`config.mk`:
```
export PLATFORM = sky130hd
export DESIGN_NAME = cond_unit_pipe
export DESIGN_NICKNAME = d
export VERILOG_FILES = /design/src/rtl/cond_unit_pipe.sv
export SDC_FILE = /design/constraint.sdc
export NUM_CORES = 1
export LEC_CHECK = 0
export ABC_AREA = 0
export CAP_MARGIN = 20
export CORE_MARGIN = 5
export CORE_UTILIZATION = 41
export CTS_BUF_LIST = sky130_fd_sc_hd__clkbuf_4 sky130_fd_sc_hd__clkbuf_8
export CTS_CLUSTER_DIAMETER = 100
export DETAILED_ROUTE_END_ITERATION = 10
export PLACE_DENSITY_LB_ADDON = 0.1
export REMOVE_ABC_BUFFERS = 1
export SLEW_MARGIN = 25
export SYNTH_ARGS = -nofsm -noshare
export SYNTH_HDL_FRONTEND = slang
export SYNTH_SLANG_ARGS = --single-unit
```
`constraint.sdc`:
```
create_clock -name clk -period 2.7 [get_ports clk]
set_input_delay 0.54 -clock clk [delete_from_list [all_inputs] [get_ports clk]]
set_output_delay 0.54 -clock clk [all_outputs]
set_load 0.01 [all_outputs]
```
`src/rtl/cond_unit_pipe.sv`:
```
// Execute-stage condition unit with banked NZCV flags and registered M-stage enables.
// Each flag bank holds its own state; the selected bank is evaluated, updated and exposed.
module cond_unit_pipe #(
  parameter int NUM_BANKS = 2,
  localparam int BW = (NUM_BANKS > 1) ? $clog2(NUM_BANKS) : 1
) (
  input  logic          clk,
  input  logic          reset,
  input  logic          stall,
  input  logic          flush_e,
  input  logic [3:0]    cond_e,
  input  logic [3:0]    alu_flags_e,
  input  logic [1:0]    flag_w_e,
  input  logic          pcs_e,
  input  logic          reg_w_e,
  input  logic          mem_w_e,
  input  logic          no_write_e,
  input  logic [BW-1:0] bank_sel_e,
  input  logic          copy_e,
  input  logic [BW-1:0] copy_src_e,
  output logic          cond_ex_e,
  output logic          pc_src_e,
  output logic [3:0]    flags_o,
  output logic          pc_src_m,
  output logic          reg_write_m,
  output logic          mem_write_m
);

  logic [NUM_BANKS-1:0][3:0] bank_flags;
  logic [NUM_BANKS-1:0]      sel_hit;
  logic [NUM_BANKS-1:0]      src_hit;
  logic [3:0]                cur_flags;
  logic [3:0]                src_flags;
  logic [3:0]                base_flags;
  logic [3:0]                new_flags;
  logic                      sel_valid;
  logic                      src_valid;
  logic                      cond_raw;
  logic                      bank_we;
  logic                      n, z, c, v;

  // One-hot decode; an out-of-range select hits no bank and reads as 0000.
  generate
    for (genvar gi = 0; gi < NUM_BANKS; gi++) begin : g_hit
      assign sel_hit[gi] = (bank_sel_e == BW'(gi));
      assign src_hit[gi] = (copy_src_e == BW'(gi));
    end
  endgenerate

  assign sel_valid = |sel_hit;
  assign src_valid = |src_hit;

  always_comb begin
    cur_flags = 4'b0000;
    src_flags = 4'b0000;
    for (int i = 0; i < NUM_BANKS; i++) begin
      cur_flags = cur_flags | (bank_flags[i] & {4{sel_hit[i]}});
      src_flags = src_flags | (bank_flags[i] & {4{src_hit[i]}});
    end
  end

  assign {n, z, c, v} = cur_flags;
  assign flags_o      = cur_flags;

  always_comb begin
    cond_raw = 1'b0;
    case (cond_e)
      4'd0:    cond_raw = z;
      4'd1:    cond_raw = ~z;
      4'd2:    cond_raw = c;
      4'd3:    cond_raw = ~c;
      4'd4:    cond_raw = n;
      4'd5:    cond_raw = ~n;
      4'd6:    cond_raw = v;
      4'd7:    cond_raw = ~v;
      4'd8:    cond_raw = c & ~z;
      4'd9:    cond_raw = ~c | z;
      4'd10:   cond_raw = (n == v);
      4'd11:   cond_raw = (n != v);
      4'd12:   cond_raw = ~z & (n == v);
      4'd13:   cond_raw = z | (n != v);
      default: cond_raw = 1'b1;
    endcase
  end

  assign cond_ex_e = cond_raw & ~flush_e;
  assign pc_src_e  = cond_ex_e & pcs_e;

  // Copy (if any) forms the base, then each enabled flag group is overlaid.
  assign base_flags = copy_e ? src_flags : cur_flags;
  assign new_flags  = {flag_w_e[1] ? alu_flags_e[3:2] : base_flags[3:2],
                       flag_w_e[0] ? alu_flags_e[1:0] : base_flags[1:0]};
  assign bank_we    = cond_ex_e & ~stall & sel_valid & (~copy_e | src_valid);

  generate
    for (genvar gi = 0; gi < NUM_BANKS; gi++) begin : g_bank
      logic [3:0] flags_reg;
      always_ff @(posedge clk or posedge reset) begin
        if (reset) begin
          flags_reg <= 4'b0000;
        end else if (bank_we && sel_hit[gi]) begin
          flags_reg <= new_flags;
        end
      end
      assign bank_flags[gi] = flags_reg;
    end
  endgenerate

  // Stall wins over flush: a frozen pipeline keeps whatever M already holds.
  always_ff @(posedge clk or posedge reset) begin
    if (reset) begin
      pc_src_m    <= 1'b0;
      reg_write_m <= 1'b0;
      mem_write_m <= 1'b0;
    end else if (!stall) begin
      if (flush_e) begin
        pc_src_m    <= 1'b0;
        reg_write_m <= 1'b0;
        mem_write_m <= 1'b0;
      end else begin
        pc_src_m    <= cond_ex_e & pcs_e;
        reg_write_m <= cond_ex_e & reg_w_e & ~no_write_e;
        mem_write_m <= cond_ex_e & mem_w_e;
      end
    end
  end

endmodule

```
==> results of run 1 <==
## report_power, final
group	internal (mW)	leakage, nW	total, mW	switching (mW)
registers	0.231	0.140	0.281	0.0506
clock network	0.0669	0.0184	0.115	0.0483
logic	0.421	0.492	0.678	0.257
## stage by stage
step | power, mW | cell area (sq um)
3_3_place_gp | 0.904 | 1310
6_report | 1.07 | 1390
3_5_place_dp | 0.921 | 1310
2_1_floorplan | 0.571 | 801
5_1_grt | 1.16 | 1390
4_1_cts | 1.07 | 1370
## worst max path at each step
stage | from | to | slack, ps | cells after the start
after floorplan | bank_sel_e | pc_src_e | 150 | 6
after global placement | bank_sel_e | pc_src_e | -890 | 8
after detailed placement | bank_sel_e | cond_ex_e | -940 | 7
after CTS | g_bank[0].flags_reg[0] | cond_ex_e | -50 | 8
after global routing | g_bank[0].flags_reg[0] | cond_ex_e | -90 | 8
final | cond_e[2] | cond_ex_e | -30 | 9
## worst register-to-register path: cells and delay by family (launching register included)
kind                   cells  cell delay (ps)
AOI/OAI and AO/OA          4              880
DFF                        1              410
muxes                      2              660
buffers and inverters      2              280
## layout make-up
class	instances	area share [%]
multi-input cells	59	39.6
repair buffers	56	35.1
flip-flops and latches	11	19.9
well taps	27	2.44
clock buffers	4	2.17
inverters	3	0.812
## synth_stat cells (all sizes together) (2+ instances only)
library cell	number
dfrtp	11
mux2	11
mux2i	7
nand2	6
o21ai	5
a32o	3
inv	3
o211ai	3
a21oi	2
clkbuf	2
nor2	2
nor2b	2
or2	2
xor2	2
## logic make-up (layout without fill, tap and decap cells)
kind of cell / after synthesis / count (layout) / share of synthesized area [%]
and+or+nand+nor: 18 / 18 / 11.6
buffers and inverters: 6 / 63 / 3.66
DFF: 11 / 11 / 33.6
AOI/OAI and AO/OA: 20 / 20 / 22.6
xor gates and xnor gates: 2 / 2 / 2.14
muxes: 19 / 19 / 26.4
## per-layer routing
layer / track usage, % / wire length, um
met1: 19.7 / 885
met2: 28.0 / 1080
met3: 2.18 / 88
met4: 3.73 / 14
met5: 0 / 0
## repair_timing
| action | in CTS | in global routing |
|---|---|---|
| resized for setup | 22 | 5 |
| pin swaps | 4 | 3 |
| hold endpoints to repair | 0 | 0 |
| setup endpoints to repair | 12 | 2 |
| buffers inserted | 3 | 0 |
==> summary.md, run 1 <==
| Metric | Value |
|---|---|
| Max FFs per register | 8 |
| Top post-synthesis cells by area | dfrtp_1 (34%), mux2_2 (15%), mux2i_1 (8.5%) |
| Slew @ Worst Pin | between 400 and 500 ps |
| Layout cell share with drive strength beyond 1 | between 40% and 50% |
| Worst R2R Path Depth | 8 |
| Max Fclk | between 300 and 400 MHz |
| Die area | 0.00299 sq mm |
| Clock root buffer | clkbuf_4 |
| Drt wl/cell | approximately 13 um |
| Number of diodes | 0 |
| Chip Width | approximately 55 um |
| Setup TNS | -26.2 ps |
| Arrival time of the worst setup path | about 2200 ps |
| Most frequent cells in the layout | buf_4 (27), clkdlybuf4s50_1 (23), dfrtp_1 (11) |
| Worst r2r dst | g_bank[1].flags_reg[3] |
| Core Box Area | slightly below 0.002 sq mm |
| Buf+Inv Stages, Crit Path | 3 |
| Fillers | approximately 160 |
| First-pass GRT wire length | around 3500 um |
| Cell Area, Synth | ~820 sq um |
| Async set-reset flop share out of synthesis | 100% |
| Power per cell area | 775 mW/mm^2 |
| Yosys warns | 0 |
| DRC | 0 |
| Inst Count DP | 153 |
| Final worst slack | -26.2 ps |
| Commonest non-fill, non-tap cell in the layout | buf_4 |
| Die Y | ~55 um |
| Footprint of the multi-input gates | approximately 550 sq um |
| Largest stage delay on the critical path | ~490 ps |
| Failing checks | negative setup slack |
| Peak supply drop | 507 uV |
| Routed Antenna Nets | 0 |
| All-layer global routing usage | between 15 and 20% |
| H-tree depth | 1 |
| Cell variety after synth | 32 |
| EDFF count, synth | 0 |
| Final Net Count | roughly 160 |
| Ports | 30 |
| CP max FO | 3 |
| Req. time, crit path | around 2200 ps |
| Cells after synthesis | 76 |
| CP max stage cell | clkdlybuf4s50_1 |
| Clk sinks | 11 |
| Synth Register Bits | 11 |
| Clock transition at the registers of the reported paths | 70 ps |
| Post-synthesis sequential area ratio | approximately 34% |
| I/O Buffers | 29 |
| Pin count of the biggest net entering global routing | 12 |
| Final period utilization | 101% |
| Hold Crit Endpoint | reg_write_m |
| Vias in the first global route | between 700 and 800 |
| Crit Reg-Reg Startpoint | g_bank[0].flags_reg[0] |
| Num CTS Buffers | 3 |
| Worst hold path depth | 1 |
| Final wirelength | a little over 2000 um |
| GRT overflow | 0 |
| Finish-stage setup viols | 1 |
| Hold Crit Class | reg -> reg |
| Initial antenna violation count | 0 |
| Worst Skew | ~3.1 ps |
| Worst slew margin | between 70 and 80% |
| HP Start | reg_write_m |
| Layout Cells excl Fill | 160 |
| Avg Synthesized Cell Area | around 11 sq um |
| Leakage power total | around 0.65 nW |
| Via count | 798 |
| Dpl hpwl | 1740 um |
| Clock buffer depth | 2 |
| Top FF cell, synth | dfrtp_1 |
| Minimum hold slack | 497 ps |
| Final Util | a little under three quarters |
| CP endpoint kind | output pin |
| Layout area overhead | 69.2% |
| Hold buffer count at CTS | 0 |
| Hold Vio Cnt, Final | 0 |
| Crit Path Category | in -> out |
| GPL Wtd Cong | ~0.72 |
| Max-slew violations | 0 |
| Dominant cell type by area after synthesis | dfrtp_1 |
| Drt initial violations | 7 |
| Clock Latency Late Sink | approximately 250 ps |
| Initial core utilization | 42.2% |
| Status | complete, but fails checks |
| CTS tree | built |
| Largest delay share family, worst path | buffers and inverters |
| Flop2flop setup slack | between 300 and 400 ps |
| Num rows | 16 |
| Final Critical Period | around 2700 ps |
| Unrepaired setup endpoints after global routing | true |
| Synth top area share | 33.6% |
| Max-Cap Viols | 0 |
| CP Cell Sequence | clkdlybuf4s50_1 > nand2_1 > a21oi_1 > o21a_1 > o211ai_2 > or2_1 > buf_4 > nor2b_4 > buf_6 |
| Vias per std cell | 4.99 |
| First drt pass iteration count | 2 |
| Worst Setup Start Kind | primary input |
| FF/Latch Area | 275 sq um |
| Place WS | -942 ps |
Note: power is estimated with default switching activity, not from simulation.
==> run 2: changes to the inputs <==
--- a/config.mk
+++ b/config.mk
@@ -14,6 +14,7 @@
 export DETAILED_ROUTE_END_ITERATION = 10
 export PLACE_DENSITY_LB_ADDON = 0.1
 export REMOVE_ABC_BUFFERS = 1
+export SKIP_LAST_GASP = 1
 export SLEW_MARGIN = 25
 export SYNTH_ARGS = -nofsm -noshare
 export SYNTH_HDL_FRONTEND = slang
==> run 2 against run 1 <==
  * The run still ends with negative setup slack left
  * Worst setup slack worse by 18 ps
  * Flip-flop and latch count stayed put
  * Wire length is 1.4% lower
  * Clock power hardly changed
  * Global-route usage is 0.28 points lower
  * Final area is 0.99% lower
  * Utilization is 0.71 points lower
  * Critical path depth stayed put
  * Highest routed layer unchanged
==> summary.md, run 2 (synthesis gave the netlist of run 1 again) <==
| Metric | Value |
|---|---|
| Status | complete, but fails checks |
| Failing checks | negative setup slack |
| Inst Count DP | 153 (unchanged) |
| Minimum hold slack | 497 ps (unchanged) |
| Max-slew violations | 0 (unchanged) |
| Num CTS Buffers | 3 (unchanged) |
| Via count | 798 (unchanged) |
| Clock transition at the registers of the reported paths | 70 ps (about the same) |
| Slew @ Worst Pin | 416 ps (unchanged) |
| Setup TNS | -44.2 ps (-18.1 ps) |
| Worst Skew | 3.13 ps (unchanged) |
| Final Critical Period | 2740 ps (+18.1 ps) |
| First drt pass iteration count | 2 (unchanged) |
| H-tree depth | 1 (unchanged) |
| Drt initial violations | 9 (+2) |
| CP max FO | 3 (unchanged) |
| Core Box Area | 0.00194 sq mm (unchanged) |
| Clk sinks | 11 (unchanged) |
| DP Area | 0.00131 sq mm (unchanged) |
| Die area | 0.00299 sq mm (unchanged) |
| Chip Width | 54.7 um (unchanged) |
| Req. time, crit path | 2160 ps (about the same) |
| Initial core utilization | 42.2% (unchanged) |
| I/O Buffers | 29 (unchanged) |
| Layout area overhead | 67.5% |
| Worst Setup Start Kind | primary input |
| First-pass GRT wire length | 3420 um (-1.2%) |
| GPL Wtd Cong | 0.722 (unchanged) |
| Buf+Inv Stages, Crit Path | 3 (unchanged) |
| Max Fclk | 364 MHz (-0.66%) |
| Unrepaired setup endpoints after global routing | true |
| Crit Path Category | in -> out |
| Commonest non-fill, non-tap cell in the layout | buf_4 |
| Most frequent cells in the layout | buf_4 (27), clkdlybuf4s50_1 (23), dfrtp_1 (11) |
| All-layer global routing usage | 15.4% (-0.28 points) |
| Peak supply drop | 506 uV (-0.18%) |
| Max-Cap Viols | 0 (unchanged) |
| Final period utilization | 102% (+0.67 points) |
| Clock root buffer | clkbuf_4 |
| Final worst slack | -44.2 ps (-18.1 ps) |
| CTS tree | built |
| Arrival time of the worst setup path | 2200 ps (about the same) |
| Layout Cells excl Fill | 160 (unchanged) |
| Hold Crit Class | reg -> reg |
| Place WS | -942 ps (unchanged) |
| Ports | 30 (unchanged) |
| Layout cell share with drive strength beyond 1 | 41.4% (-0.75 points) |
| CP endpoint kind | output pin |
| Number of diodes | 0 (unchanged) |
| Clock Latency Late Sink | 250 ps (about the same) |
| Post-Layout Inst Area | 0.00137 sq mm (-0.99%) |
| Fillers | 160 (+1.9%) |
| Hold Vio Cnt, Final | 0 (unchanged) |
| CP max stage cell | clkdlybuf4s50_1 |
| Clock buffer depth | 2 (unchanged) |
| Largest stage delay on the critical path | 490 ps (about the same) |
| DRC | 0 (unchanged) |
| Vias per std cell | 4.99 (unchanged) |
| Leakage power total | 0.644 nW (-1.0%) |
| Pin count of the biggest net entering global routing | 12 (unchanged) |
| Finish-stage setup viols | 1 (unchanged) |
| GRT overflow | 0 (unchanged) |
| Drt wl/cell | 12.8 um (-1.4%) |
| Dpl hpwl | 1740 um (unchanged) |
| Final wirelength | 2040 um (-1.4%) |
| Final Net Count | 155 (unchanged) |
| Power per cell area | 776 mW/mm^2 (about the same) |
| Max FFs per register | 8 (unchanged) |
| Initial antenna violation count | 0 (unchanged) |
| Num rows | 16 (unchanged) |
| Worst slew margin | 72.2% (unchanged) |
| Largest delay share family, worst path | buffers and inverters |
| Die Y | 54.7 um (unchanged) |
| Routed Antenna Nets | 0 (unchanged) |
| Vias in the first global route | 795 (-0.38%) |
| CP Cell Sequence | clkdlybuf4s50_1 > nand2_1 > a21oi_1 > o21a_1 > o211ai_2 > or2_1 > buf_4 > nor2b_1 > buf_2 |
==> run 2: changes by cell type in the layout (fill, tap and decap cells not counted) <==
| cell | change |
|---|---|
| buf_6 | -1 |
| nor2b_4 | -1 |
| nor2b_1 | +1 |
| buf_2 | +1 |
==> run 2: worst reg2reg max path, stage by stage, from the launching register on <==
cell and delay (ps):
dfrtp_1 410, mux2_4 280, a22o_1 240, o311ai_4 230, o211ai_2 130, buf_4 150
buf_4 130, o211ai_2 280, mux2_2 380
==> run 2: worst paths after layout <==
path / startpoint / to / slack, ps / depth (start not counted)
min: reg_write_m / reg_write_m / 500 / 1
min reg2reg: reg_write_m / reg_write_m / 500 / 1
max reg2reg: g_bank[0].flags_reg[0] / g_bank[1].flags_reg[3] / 360 / 8
max in group asynchronous: reset / g_bank[1].flags_reg[3] / 1840 / 2
max: cond_e[2] / cond_ex_e / -40 / 9
min in group asynchronous: reset / mem_write_m / 570 / 2
==> run 2: cell type report <==
type | count | area, sq um | area share (%)
Timing Repair Buffer | 56 | 480 | 35.0
Tap cell | 27 | 33.8 | 2.46
Inverter | 3 | 11.3 | 0.820
Multi-Input combinational cell | 59 | 542 | 39.5
Sequential cell | 11 | 275 | 20.1
Clock buffer | 4 | 30.0 | 2.19
==> run 2: per-layer routing <==
layer	global-route usage, %	part of all wire (%)	routed length [um]	up-vias
met5	0	0	0	-
met4	3.73	0.69	14	0
met2	27.4	52	1060	14
met3	2.18	4.3	88	2
li1	-	-	-	399
met1	19.4	43	879	383
==> run 2: report_power, final <==
part           internal, mW  total [mW]  switching (mW)
clock network        0.0669       0.115          0.0483
logic                 0.414       0.669           0.255
registers             0.231       0.281          0.0504
total                 0.711        1.06           0.353
==> run 2: repair_timing <==
item,4_1_cts,5_1_grt
resized for setup,20,5
setup buffers,3,0
hold buffers,0,0
pin swaps,4,3
endpoints found under the setup margin,12,2
==> run 2: per-stage QoR <==
stage	power [mW]	utilization [%]
after floorplan	0.571	-
after CTS	1.07	69.8
after global routing	1.15	70.7
after global placement	0.904	67.2
final	1.06	70.7
after detailed placement	0.921	67.2
==> run 3: changes to the inputs <==
--- a/config.mk
+++ b/config.mk
@@ -14,6 +14,7 @@
 export DETAILED_ROUTE_END_ITERATION = 10
 export PLACE_DENSITY_LB_ADDON = 0.1
 export REMOVE_ABC_BUFFERS = 1
+export SETUP_SLACK_MARGIN = 0.3
 export SKIP_LAST_GASP = 1
 export SLEW_MARGIN = 25
 export SYNTH_ARGS = -nofsm -noshare
==> results of run 3 <==
Same layout as run 1: the final DEF is identical, and so are final timing and power.
Among the figures that moved: wire length of the first global-routing pass 3460 um -> 3450 um; via count of the first global-routing pass 798 -> 794; met2 usage 28.0% -> 27.8%
